--- src/rtl/store_buffer.sv ---
// Store buffer: in-order FIFO of pending stores that shares the data-memory port
// with loads, draining when the port is idle or the buffer is full.
module store_buffer #(
  parameter int unsigned DEPTH = 4
) (
  input  logic                     clk,
  input  logic                     reset,
  input  logic                     st_valid,
  input  logic [31:0]              st_addr,
  input  logic [31:0]              st_data,
  input  logic [1:0]               st_op,
  input  logic [31:0]              st_pc,
  output logic                     st_ready,
  input  logic                     ld_valid,
  input  logic [31:0]              ld_addr,
  input  logic [1:0]               ld_op,
  output logic                     ld_stall,
  output logic                     dm_we,
  output logic [31:0]              dm_addr,
  output logic [31:0]              dm_wd,
  output logic [1:0]               dm_op,
  output logic [31:0]              dm_pc,
  output logic [$clog2(DEPTH):0]   count
);

  localparam int unsigned PW = $clog2(DEPTH);
  localparam int unsigned CW = PW + 1;

  typedef struct packed {
    logic [31:0] addr;
    logic [31:0] data;
    logic [1:0]  op;
    logic [31:0] pc;
  } entry_t;

  entry_t        mem [DEPTH];
  logic [PW-1:0] head;
  logic [PW-1:0] tail;
  logic          full;
  logic          enq;
  logic          drain;
  logic          buf_hit;
  logic          st_hit;
  logic [PW-1:0] offs;

  assign full     = (count == CW'(DEPTH));
  assign st_ready = reset && !full;
  assign enq      = st_valid && st_ready;
  // Loads own the port unless the buffer is full and must make room.
  assign drain    = reset && (count != '0) && (!ld_valid || full);
  assign st_hit   = enq && (st_addr[31:2] == ld_addr[31:2]);
  assign ld_stall = reset && ld_valid && (full || buf_hit || st_hit);

  // Word-granular address match against every live entry, including the head.
  always_comb begin
    buf_hit = 1'b0;
    offs    = '0;
    for (int i = 0; i < DEPTH; i++) begin
      offs = PW'(i) - head;
      if ((CW'(offs) < count) && (mem[i].addr[31:2] == ld_addr[31:2])) begin
        buf_hit = 1'b1;
      end
    end
  end

  always_comb begin
    dm_we   = 1'b0;
    dm_addr = ld_addr;
    dm_wd   = '0;
    dm_op   = ld_op;
    dm_pc   = '0;
    if (drain) begin
      dm_we   = 1'b1;
      dm_addr = mem[head].addr;
      dm_wd   = mem[head].data;
      dm_op   = mem[head].op;
      dm_pc   = mem[head].pc;
    end
  end

  always_ff @(posedge clk) begin
    if (!reset) begin
      head  <= '0;
      tail  <= '0;
      count <= '0;
    end else begin
      if (enq) begin
        tail <= tail + PW'(1);
      end
      if (drain) begin
        head <= head + PW'(1);
      end
      count <= count + CW'(enq) - CW'(drain);
    end
  end

  // Entry payload needs no reset; liveness comes from head/count.
  always_ff @(posedge clk) begin
    if (enq) begin
      mem[tail] <= '{addr: st_addr, data: st_data, op: st_op, pc: st_pc};
    end
  end

endmodule

--- config.mk ---
export PLATFORM = sky130hd
export DESIGN_NAME = store_buffer
export DESIGN_NICKNAME = d
export VERILOG_FILES = /design/src/rtl/store_buffer.sv
export SDC_FILE = /design/constraint.sdc
export NUM_CORES = 1
export LEC_CHECK = 0
export ABC_AREA = 1
export CORE_MARGIN = 2
export CORE_UTILIZATION = 60
export CTS_CLUSTER_DIAMETER = 60
export DETAILED_ROUTE_END_ITERATION = 12
export DONT_BUFFER_PORTS = 1
export HOLD_SLACK_MARGIN = 0.08
export PLACE_DENSITY = 0.76
export REMOVE_ABC_BUFFERS = 1
export SKIP_LAST_GASP = 1
export SYNTH_ARGS = -nofsm -noshare
export SYNTH_HDL_FRONTEND = slang
export SYNTH_SLANG_ARGS = --single-unit
--- constraint.sdc ---
create_clock -name clk -period 7.93 [get_ports clk]
set_clock_uncertainty 0.05 [all_clocks]
set_input_delay 1.586 -clock clk [delete_from_list [all_inputs] [get_ports clk]]
set_output_delay 1.586 -clock clk [all_outputs]
set_load 0.01 [all_outputs]
==> reports/results.tsv <==
metric	value	unit
synthToLayoutAreaGrowth	7.955	%
worst-path-buf-inv	2	
clkTransAtPathRegs	0.06	ns
max_stage_delay	0.80	ns
drt_iter0_drc	1095	
fp.dieArea	31390	sq um
route.detailed.drc	0	
grt_antenna_before_repair	0	
critical_path.startpoint_type	flop	
status	complete, no violations	
ys_warn_count	0	
holdBufCountCts	0	
grt_overflow	0	
synthTopCellsByCount	431 x nor2_1, 392 x edfxtp_1, 205 x o21ai_0	
clock_sinks	401	
grt_pass1_wl	61130	microns
drtAntennaViolNets	0	
clk_latency	0.52	ns
fmax	0.1987	GHz
relSlewSlack	21.85	%
whs	0.4845	ns
synth_seq_cells	401	
crit_path_top_delay_cell	clkinv_2	
synth_area_leader_cell	edfxtp_1	
critPathMaxFanout	48	
cts_root_buffer	clkbuf_16	
crit_path_end_kind	output pin	
diodes	0	
cts_made_buffers	42	
track_usage	25.43	%
syn_avg_cell_area	11.09	sq um
synthArstFlopShare	0	%
hold_class	reg -> reg	
post-route-period-util	63.46	%
synth.top_cell.area_share	65.42	%
synth_edf_count	392	
dp_hpwl	24540	microns
num_vias	11590	
ir_drop	0.2099	mV
post-cts-setup-buffers	0	
fin_nets	1719	
io_pins	240	
synthesis.instances	1622	
cp_top_family	buffers and inverters	
synth_area_leaders	edfxtp_1 65%, nor2_1 9.0%, o21ai_0 5.7%	
grt_start_max_net_pins	109	
synth_area	17990	sq um
rows	63	
cap_violations	0	
cts_resized	0	
p_leak	6.617	nW
dpl-instance-area	18120	sq um
wl_per_cell	20.21	microns
cts_tree	built	
drv_slew	0	
die_w	177.2	microns
gp_congestion	0.8627	
routed_wirelength	40260	microns
start_util	60.87	%
final_core_util	65.71	%
portBuffers	0	
fin_setup_tns	0	ns
fin_crit	5.032	ns
grt_pass1_vias	11520	
rsz0062_at_grt	no	
power_density	291.6	nW/um^2
yosysMostFrequentCell	nor2_1	
drt-vias-per-instance	5.818	
synth.yosys.seq_area_share	66.42	%
cp.arrival	3.40	ns
first_pass_iters	5	
synthFlopType	edfxtp_1	
die_height	177.2	microns
tightestPinTransition	1.172	ns
drive_above_1_share	5.868	%
worstSetupPathType	reg -> out	
path_cells	clkinv_2 > buf_4 > nor2_1 > o21ai_0 > a21oi_1	
finalSetupViolCount	0	
core	29560	sq um
fillCellCount	2146	
cts.htree.levels	2	
hold_violations	0	
fin_area	19420	sq um
synthDistinctLibCells	30	
worst-endpoint-required	6.29	ns
cts_buffer_depth	3	
## worst paths after layout
kind                              from                    to  slack [ns]  depth (start not counted)
setup reg to reg   count[0]$_SDFF_PN0_  mem[0][82]$_DFFE_PP_        4.55                          8
hold reg to reg   head[0]$_SDFFE_PN0P_  head[0]$_SDFFE_PN0P_        0.48                          1
setup / recovery                  flop             dm_wd[15]        2.90                          5
hold / removal    head[0]$_SDFFE_PN0P_  head[0]$_SDFFE_PN0P_        0.48                          1
## sequential cells by signal, indices dropped and copies added (netlist names), named ones only
register	flops
count	3
head	2
mem	392
tail	2
## where the power goes
part	internal [mW]	leakage [nW]	switching (mW)	total (mW)
Combinational	0.351	2.35	0.935	1.29
Sequential	2.44	3.63	0.0819	2.53
Clock	1.09	0.638	0.763	1.85
## cell families (layout without fill, tap and decap cells)
family / count (synthesis) / in the layout / share of synthesized area (%)
buf+inv: 176 / 156 / 4.318
flops: 401 / 401 / 66.42
simple gates: 571 / 571 / 12.28
fa+ha+maj: 11 / 11 / 0.8066
compound gates: 331 / 331 / 9.749
xor+xnor: 132 / 132 / 6.425
## metal layers
| layer | global-route usage [%] | up-vias | share of wire [%] |
|---|---|---|---|
| li1 | - | 5456 | - |
| met1 | 33.21 | 5460 | 39 |
| met2 | 40.40 | 581 | 46 |
| met3 | 7.453 | 91 | 11 |
| met4 | 9.435 | 2 | 3.2 |
| met5 | 1.923 | - | 0.21 |
## cell usage in the layout, fill, tap and decap left out, types with 26 or more instances in the layout
cell type / Yosys / final
xor2_1: 44 / 44
edfxtp_1: 392 / 392
a31oi_1: 26 / 26
nor2_1: 431 / 427
o21ai_0: 205 / 205
xnor2_1: 88 / 88
a21oi_1: 77 / 77
inv_1: 62 / 62
nand2_1: 106 / 106
clkbuf_16: 0 / 43
## through the flow
stage | total power [mW] | instances | setup slack [ns]
floorplan | 3.490 | 1513 | -0.1513
global placement | 3.820 | 1918 | 3.265
detailed placement | 3.846 | 1918 | 3.210
CTS | 5.692 | 1992 | 2.859
global route | 5.949 | 1992 | 2.656
finish | 5.665 | 1992 | 2.898
## layout make-up
cell class | instances | area (sq um) | area share, %
inverter | 67 | 255.2 | 1.314
clock inverter | 23 | 196.4 | 1.011
tap | 390 | 488.0 | 2.512
sequential | 401 | 11960 | 61.57
multi-input combinational | 1045 | 5295 | 27.26
timing repair buffer | 15 | 125.1 | 0.6441
clock buffer | 51 | 1106 | 5.694
No activity file was read; power rests on OpenSTA's default activity.
